**src/rtl/usi_spi_resp.sv**
```systemverilog
// rtl/usi_spi_resp.sv - SPI mode-0 responder with byte register file (optional USI_RESP_FRAME_CNT_EN: reg[DEPTH-1] counts frames)
module usi_spi_resp #(
    parameter int AW   = 4,
    parameter int SYNC = 2
) (
    input  logic                    sys_clk,
    input  logic                    sys_rst_b,
    input  logic                    usi_sclk,
    input  logic                    usi_nss,
    input  logic                    usi_mosi,
    output logic                    usi_miso,
    output logic                    usi_miso_oe,
    output logic [8*(2**AW)-1:0]    reg_flat,
    output logic                    wr_vld,
    output logic [AW-1:0]           wr_addr,
    output logic [7:0]              wr_data,
    output logic                    busy
);

    localparam int DEPTH = 2**AW;

    typedef enum logic [1:0] {
        S_IDLE    = 2'd0,
        S_CMD     = 2'd1,
        S_WR_DATA = 2'd2,
        S_RD_DATA = 2'd3
    } state_t;

    logic [SYNC-1:0] r_sclk_sh;
    logic [SYNC-1:0] r_nss_sh;
    logic [SYNC-1:0] r_mosi_sh;
    logic            r_sclk_prev;
    logic            r_nss_filt;

    state_t          r_state;
    logic [2:0]      r_bit_cnt;
    logic [6:0]      r_shift;
    logic [7:0]      r_tx;
    logic [AW-1:0]   r_addr;
    logic [7:0]      r_regs [DEPTH];
    logic            r_miso;
    logic            r_busy;
    logic            r_wr_vld;
    logic [AW-1:0]   r_wr_addr;
    logic [7:0]      r_wr_data;
`ifdef USI_RESP_FRAME_CNT_EN
    logic            r_cmd_done;
`endif

    logic            w_sclk_rise;
    logic            w_sclk_fall;
    logic            w_nss_rise;
    logic            w_nss_fall;
    logic            w_mosi;
    logic [7:0]      w_byte;
    logic [AW-1:0]   w_addr_nxt;
    logic            w_wr_ok;

    // Pad synchronizers; NSS level only changes once every stage agrees, which filters short glitches
    always_ff @(posedge sys_clk or negedge sys_rst_b) begin
        if (!sys_rst_b) begin
            r_sclk_sh   <= '0;
            r_nss_sh    <= '1;
            r_mosi_sh   <= '0;
            r_sclk_prev <= 1'b0;
            r_nss_filt  <= 1'b1;
        end else begin
            r_sclk_sh   <= {r_sclk_sh[SYNC-2:0], usi_sclk};
            r_nss_sh    <= {r_nss_sh[SYNC-2:0], usi_nss};
            r_mosi_sh   <= {r_mosi_sh[SYNC-2:0], usi_mosi};
            r_sclk_prev <= r_sclk_sh[SYNC-1];
            if (&r_nss_sh)
                r_nss_filt <= 1'b1;
            else if (~|r_nss_sh)
                r_nss_filt <= 1'b0;
        end
    end

    assign w_sclk_rise = r_sclk_sh[SYNC-1] & ~r_sclk_prev;
    assign w_sclk_fall = ~r_sclk_sh[SYNC-1] & r_sclk_prev;
    assign w_nss_rise  = ~r_nss_filt & (&r_nss_sh);
    assign w_nss_fall  = r_nss_filt & ~(|r_nss_sh);
    assign w_mosi      = r_mosi_sh[SYNC-1];
    assign w_byte      = {r_shift, w_mosi};
    assign w_addr_nxt  = r_addr + 1'b1;
`ifdef USI_RESP_FRAME_CNT_EN
    assign w_wr_ok     = (r_addr != AW'(DEPTH-1));
`else
    assign w_wr_ok     = 1'b1;
`endif

    // Frame FSM: command decode, write commit, burst read shifting, frame counting
    always_ff @(posedge sys_clk or negedge sys_rst_b) begin
        if (!sys_rst_b) begin
            r_state   <= S_IDLE;
            r_bit_cnt <= 3'd0;
            r_shift   <= 7'd0;
            r_tx      <= 8'd0;
            r_addr    <= '0;
            r_miso    <= 1'b0;
            r_busy    <= 1'b0;
            r_wr_vld  <= 1'b0;
            r_wr_addr <= '0;
            r_wr_data <= 8'd0;
            for (int i = 0; i < DEPTH; i++) r_regs[i] <= 8'd0;
`ifdef USI_RESP_FRAME_CNT_EN
            r_cmd_done <= 1'b0;
`endif
        end else begin
            r_wr_vld <= 1'b0;
            if (w_nss_rise) begin
                r_state   <= S_IDLE;
                r_busy    <= 1'b0;
                r_miso    <= 1'b0;
                r_bit_cnt <= 3'd0;
`ifdef USI_RESP_FRAME_CNT_EN
                if (r_cmd_done) r_regs[DEPTH-1] <= r_regs[DEPTH-1] + 8'd1;
                r_cmd_done <= 1'b0;
`endif
            end else if (w_nss_fall) begin
                r_state   <= S_CMD;
                r_busy    <= 1'b1;
                r_miso    <= 1'b0;
                r_bit_cnt <= 3'd0;
                r_tx      <= 8'd0;
`ifdef USI_RESP_FRAME_CNT_EN
                r_cmd_done <= 1'b0;
`endif
            end else begin
                case (r_state)
                    S_CMD: begin
                        if (w_sclk_rise) begin
                            r_shift   <= w_byte[6:0];
                            r_bit_cnt <= r_bit_cnt + 3'd1;
                            if (r_bit_cnt == 3'd7) begin
                                r_addr <= w_byte[AW-1:0];
`ifdef USI_RESP_FRAME_CNT_EN
                                r_cmd_done <= 1'b1;
`endif
                                if (w_byte[7]) begin
                                    r_state <= S_RD_DATA;
                                    r_tx    <= r_regs[w_byte[AW-1:0]];
                                end else begin
                                    r_state <= S_WR_DATA;
                                end
                            end
                        end
                    end
                    S_WR_DATA: begin
                        if (w_sclk_rise) begin
                            r_shift   <= w_byte[6:0];
                            r_bit_cnt <= r_bit_cnt + 3'd1;
                            if (r_bit_cnt == 3'd7) begin
                                if (w_wr_ok) begin
                                    r_regs[r_addr] <= w_byte;
                                    r_wr_vld       <= 1'b1;
                                    r_wr_addr      <= r_addr;
                                    r_wr_data      <= w_byte;
                                end
                                r_addr <= w_addr_nxt;
                            end
                        end
                    end
                    S_RD_DATA: begin
                        if (w_sclk_rise) begin
                            r_bit_cnt <= r_bit_cnt + 3'd1;
                            if (r_bit_cnt == 3'd7) begin
                                r_addr <= w_addr_nxt;
                                r_tx   <= r_regs[w_addr_nxt];
                            end
                        end else if (w_sclk_fall) begin
                            r_miso <= r_tx[7];
                            r_tx   <= {r_tx[6:0], 1'b0};
                        end
                    end
                    default: ;
                endcase
            end
        end
    end

    genvar gi;
    generate
        for (gi = 0; gi < DEPTH; gi++) begin : g_flat
            assign reg_flat[8*gi +: 8] = r_regs[gi];
        end
    endgenerate

    assign usi_miso    = r_miso;
    assign usi_miso_oe = r_busy;
    assign busy        = r_busy;
    assign wr_vld      = r_wr_vld;
    assign wr_addr     = r_wr_addr;
    assign wr_data     = r_wr_data;

endmodule
```
**config.mk**
```make
export PLATFORM = sky130hd
export DESIGN_NAME = usi_spi_resp
export DESIGN_NICKNAME = d
export VERILOG_FILES = /design/src/rtl/usi_spi_resp.sv
export SDC_FILE = /design/constraint.sdc
export NUM_CORES = 1
export LEC_CHECK = 0
export BUFFER_PORTS_ARGS = -buffer_cell sky130_fd_sc_hd__buf_2
export CORE_MARGIN = 3
export CORE_UTILIZATION = 40
export DETAILED_ROUTE_END_ITERATION = 8
export PLACE_DENSITY = 0.64
export REMOVE_ABC_BUFFERS = 1
export SYNTH_ARGS = -nofsm -noshare
export SYNTH_HDL_FRONTEND = slang
export SYNTH_SLANG_ARGS = --single-unit
export TNS_END_PERCENT = 1
```
**constraint.sdc**
```tcl
create_clock -name sys_clk -period 3 [get_ports sys_clk]
set_input_delay 0.75 -clock sys_clk [delete_from_list [all_inputs] [get_ports sys_clk]]
set_output_delay 0.75 -clock sys_clk [all_outputs]
set_load 0.01 [all_outputs]
```
==> results.md <==
Routing:
- In the routed layout, each cell is associated on average with a via count of 5.795.
- The highest metal layer used by the detailed router is met4.
- The remaining routing DRC violations is 0.
- The routed design has 26.40 mm of wire.
- The detailed router's first-iteration violation count is about 490.
- The routed wire length on met3 is between 1.5 and 2 mm.
- The overall via count from detail_route is 6403.
- After detailed routing, the average wire length per cell comes to 23.89 microns.
- The routed metal-1 wire length is 11.56 mm.
- The final antenna-violating net count is 0.
- The number of optimization iterations in the first detailed-route pass is 7.
- The routed design uses 12.59 mm of met2 wire.

Critical path:
- The endpoint identified for the worst register-to-register timing path is reg_flat[57].
- The endpoint class of the critical path is a register.
- The kind of launch point of the worst setup path is a register.
- The startpoint identified for the worst register-to-register timing path is r_nss_sh[0].
- The worst-path cell with the longest stage delay is sky130_fd_sc_hd__dfstp_2.
- The worst-case register-to-register setup slack is 530 ps.
- The largest single stage delay on the critical path is 550 ps.
- Walking the worst path, the cells encountered are inv_1 -> ha_1 -> mux2_4 -> nor2_2 -> nand2_1 -> nor2_2 -> nand2_2 -> mux2_2.
- Of all nets on the critical path, the largest fanout is 11.
- The required time at the worst-slack endpoint is between 3000 and 4000 ps.
- The path type of the worst setup path is register to register.
- The worst-case reg-to-reg path depth is 8.
- The start point of the critical path is r_nss_sh[0].
- In this design, the critical path's most frequently occurring cell is sky130_fd_sc_hd__nor2_2.
- The arrival time at the worst endpoint is around 2800 ps.

Clock network:
- The clock root buffer master is sky130_fd_sc_hd__clkbuf_16.
- Buffers added to address setup during post-CTS repair amount to 0.
- The deepest clock path buffer count is 2.
- The post-CTS resize count is 0.
- The total clock sinks is about 180.
- The number of hold buffers added after CTS is 0.
- The maximum level of the CTS H-tree is 4.
- The clock latency at the later pin of the worst-skew pair is 440 ps.
- The number of clock buffers inserted by TritonCTS is 17.
- The clock tree from TritonCTS is built.
- Clock-pin slew was measured on the worst setup and hold paths at ~70 ps.

Global route:
- For this run, the total global-route usage over all layers was measured as 0.2198.
- Entering global routing, the biggest net connects 62 pins.
- The first global-routing pass estimated 40.73 mm of wire.
- The sum of overflow across all layers after global routing is 0.
- The via count of the first global-routing pass was 6535.
- The number of antenna violations at the first check in global routing is 0.

Job:
- The total of max-cap violations is 0.

Floorplan:
- The total area inside the core boundary comes to 0.02203 sq mm.
- The initialized floorplan defines 54 standard-cell rows.
- The die covers 0.02452 sq mm.
- The initial core utilization is 0.4118.
- From left edge to right edge, the die measures 156.6 microns.
- In this run the vertical extent of the chip is between 150 and 200 microns.
- The count of pins on the block boundary is approximately 150.

Timing:
- The number of pins exceeding their max-slew limit in the final report is 0.
- Measured against its own limit, the worst slew margin works out to 0.4309.
- The worst hold slack is 312.0 ps.
- The total negative setup slack is 0 ps.
- The post-route clock skew is approximately 12 ps.
- Setup violations remaining at the end of the flow were counted as 0.
- Dividing the final minimum period by the clock period gives 0.8239.
- The fmax is 404.6 MHz.
- The minimum period implied by the final worst setup slack is 2472 ps.
- The hold violation total from the final report is 0.
- For the pin with the worst max-slew slack, the measured transition is approximately 850 ps.
- Setup repair after global routing left no endpoint under its margin.

Power and ir drop:
- Of the total power, the share spent switching nets is 0.3143.
- VDD sags by at most 0.4048 mV.
- For this design the total switching power over the nets is about 0.0019 W.
- The fraction of power consumed by combinational cells is 0.204.
- The part of the total power dissipated in the clock network is 0.382.
- The static power due to leakage is 5.551 nW.
- The internal power contribution is 0.004193 W.
- In this run the power density over the cells is roughly 560 mW/mm^2.
- Of the total power, registers draw 0.414.

Run status:
- The run finished with clean final reports.

Place:
- The placed instances occupy a cell area of 0.01020 sq mm.
- Routability-driven placement finished with a final weighted congestion of 0.8567.
- The HPWL after detailed placement is 19.08 mm.
- Port buffering added 148 buffers.

Finish:
- The repair_antennas step left the layout with diodes totalling 0.
- Across the whole layout, storage elements account for 0.004387 sq mm.
- The most common library cell in the layout ignoring fill and taps is sky130_fd_sc_hd__dfrtp_1.
- The multi-input combinational cell area is 0.004428 sq mm.
- The fraction of layout cells with a size suffix above 1 is 0.5115.
- The count of fill cells added during filler insertion is 2002.
- The finished cells cover 0.01082 sq mm.
- In the final design database the tool counted 835 nets.
- In the layout the commonest cells are sky130_fd_sc_hd__dfrtp_1 (169), sky130_fd_sc_hd__buf_2 (147), sky130_fd_sc_hd__mux2_2 (128).
- The layout overhead on the synthesized area is 19.34%.

Logic synthesis:
- The number of standard cells after synthesis is 666.
- In this run, synthesis inferred 0 flip-flops with an integrated enable.
- After synthesis, the share of flip-flops with an asynchronous set or reset is 1.000.
- Yosys printed 0 warnings.
- A synthesized cell averages 13.62 sq um.
- Yosys mapped the design onto 48 distinct sky130hd cell types.
- The post-synthesis register bit count is between 150 and 200.
- Summing every instance area after synthesis gives 0.009070 sq mm.
- The share of the Yosys chip area taken by registers is 0.4832.
- The most common flop cell mapped by yosys is sky130_fd_sc_hd__dfrtp_1.

Min path:
- The worst hold path belongs to the class input port to async pin.
critical path: cells and delay by family (launching register included):
family / cells / cell delay [ps]
adder cells (fa/ha/maj): 1 / 240
buffers and inverters: 1 / 50
AND/OR/NAND/NOR: 4 / 790
flip-flops: 1 / 550
multiplexers: 2 / 710
cell families after synthesis:
| kind of cell | after synthesis | share of synthesized area |
|---|---|---|
| buffers and inverters | 59 | 0.02856 |
| multiplexers | 217 | 0.3383 |
| AO/OA/AOI/OAI | 82 | 0.05822 |
| flip-flops | 175 | 0.4832 |
| XOR/XNOR | 4 | 0.004691 |
| adder cells (fa/ha/maj) | 18 | 0.02483 |
| AND/OR/NAND/NOR | 111 | 0.06222 |
cells in the mapped netlist, types with 2 or more instances:
| cell | instances | area [sq um] |
|---|---|---|
| sky130_fd_sc_hd__a22oi_1 | 9 | 67.56 |
| sky130_fd_sc_hd__dfrtp_1 | 172 | 4304 |
| sky130_fd_sc_hd__a2111oi_0 | 2 | 17.52 |
| sky130_fd_sc_hd__nand2b_1 | 5 | 31.28 |
| sky130_fd_sc_hd__a222oi_1 | 4 | 40.04 |
| sky130_fd_sc_hd__o22ai_1 | 10 | 62.56 |
| sky130_fd_sc_hd__buf_4 | 3 | 22.52 |
| sky130_fd_sc_hd__mux2_1 | 4 | 45.04 |
| sky130_fd_sc_hd__inv_1 | 13 | 48.80 |
| sky130_fd_sc_hd__o21ai_0 | 38 | 190.2 |
| sky130_fd_sc_hd__ha_1 | 18 | 225.2 |
| sky130_fd_sc_hd__o32ai_1 | 2 | 17.52 |
| sky130_fd_sc_hd__nand3_1 | 11 | 55.05 |
| sky130_fd_sc_hd__nor2_1 | 13 | 48.80 |
| sky130_fd_sc_hd__a31oi_1 | 2 | 12.51 |
| sky130_fd_sc_hd__a211oi_1 | 3 | 22.52 |
| sky130_fd_sc_hd__buf_2 | 14 | 70.07 |
| sky130_fd_sc_hd__nor2_2 | 2 | 12.51 |
| sky130_fd_sc_hd__mux4_2 | 58 | 1306 |
| sky130_fd_sc_hd__xor2_1 | 2 | 17.52 |
| sky130_fd_sc_hd__mux2_2 | 128 | 1441 |
| sky130_fd_sc_hd__nand2_1 | 51 | 191.4 |
| sky130_fd_sc_hd__nand2_2 | 16 | 100.1 |
| sky130_fd_sc_hd__dfstp_2 | 3 | 78.83 |
| sky130_fd_sc_hd__buf_1 | 5 | 18.77 |
| sky130_fd_sc_hd__and2_1 | 3 | 18.77 |
| sky130_fd_sc_hd__a21oi_1 | 7 | 35.03 |
| sky130_fd_sc_hd__clkbuf_1 | 22 | 82.58 |
| sky130_fd_sc_hd__nand3b_1 | 2 | 15.01 |
| sky130_fd_sc_hd__mux2i_1 | 26 | 260.3 |
how the worst max path moves through the flow:
stage,slack [ps],cells past startpoint,endpoint
finish,530,8,reg_flat[57]
global route,430,8,reg_flat[56]
CTS,550,7,reg_flat[125]
detailed placement,580,7,reg_flat[125]
global placement,600,8,reg_flat[62]
floorplan,-680,6,r_tx[0]
sequential cells by signal, indices dropped and copies added (netlist names):
register / cells
busy: 1
r_addr: 4
r_bit_cnt: 3
r_mosi_sh: 2
r_nss_filt: 1
r_nss_sh: 2
r_sclk_prev: 1
r_sclk_sh: 2
r_shift: 7
r_state: 2
r_tx: 8
reg_flat: 128
usi_miso: 1
wr_addr: 4
wr_data: 8
wr_vld: 1
through the flow:
step | util | instances | total power (W) | worst slack (ps)
finish | 0.4914 | 1105 | 0.006115 | 528.2
global route | 0.4914 | 1105 | 0.006348 | 426.5
CTS | 0.4914 | 1105 | 0.006161 | 549.8
detailed placement | 0.4630 | 1073 | 0.003843 | 580.3
global placement | 0.4630 | 1073 | 0.003825 | 604.4
floorplan | - | 620 | 0.003361 | -680.7
power by group through the flow:
stage / clock network [W] / registers [W] / logic, W
2_1_floorplan: 0 / 0.00268 / 0.000683
3_3_place_gp: 0 / 0.00257 / 0.00125
3_5_place_dp: 0 / 0.00257 / 0.00127
4_1_cts: 0.00237 / 0.00253 / 0.00126
5_1_grt: 0.00246 / 0.00254 / 0.00134
6_report: 0.00234 / 0.00253 / 0.00125
layer usage:
layer	global-route usage	vias to the layer above
met5	0	-
met4	0.05085	0
met3	0.05420	26
met2	0.3486	237
met1	0.3083	3356
li1	-	2784
final cells by class:
class                           instances  area share
Multi-Input combinational cell        432      0.4091
Tap cell                              280     0.03237
Timing Repair Buffer                  173     0.09097
Inverter                               13    0.004508
Clock buffer                           17     0.03930
Sequential cell                       175      0.4053
Clock inverter                         15     0.01850
(Power assumes the default switching activity.)
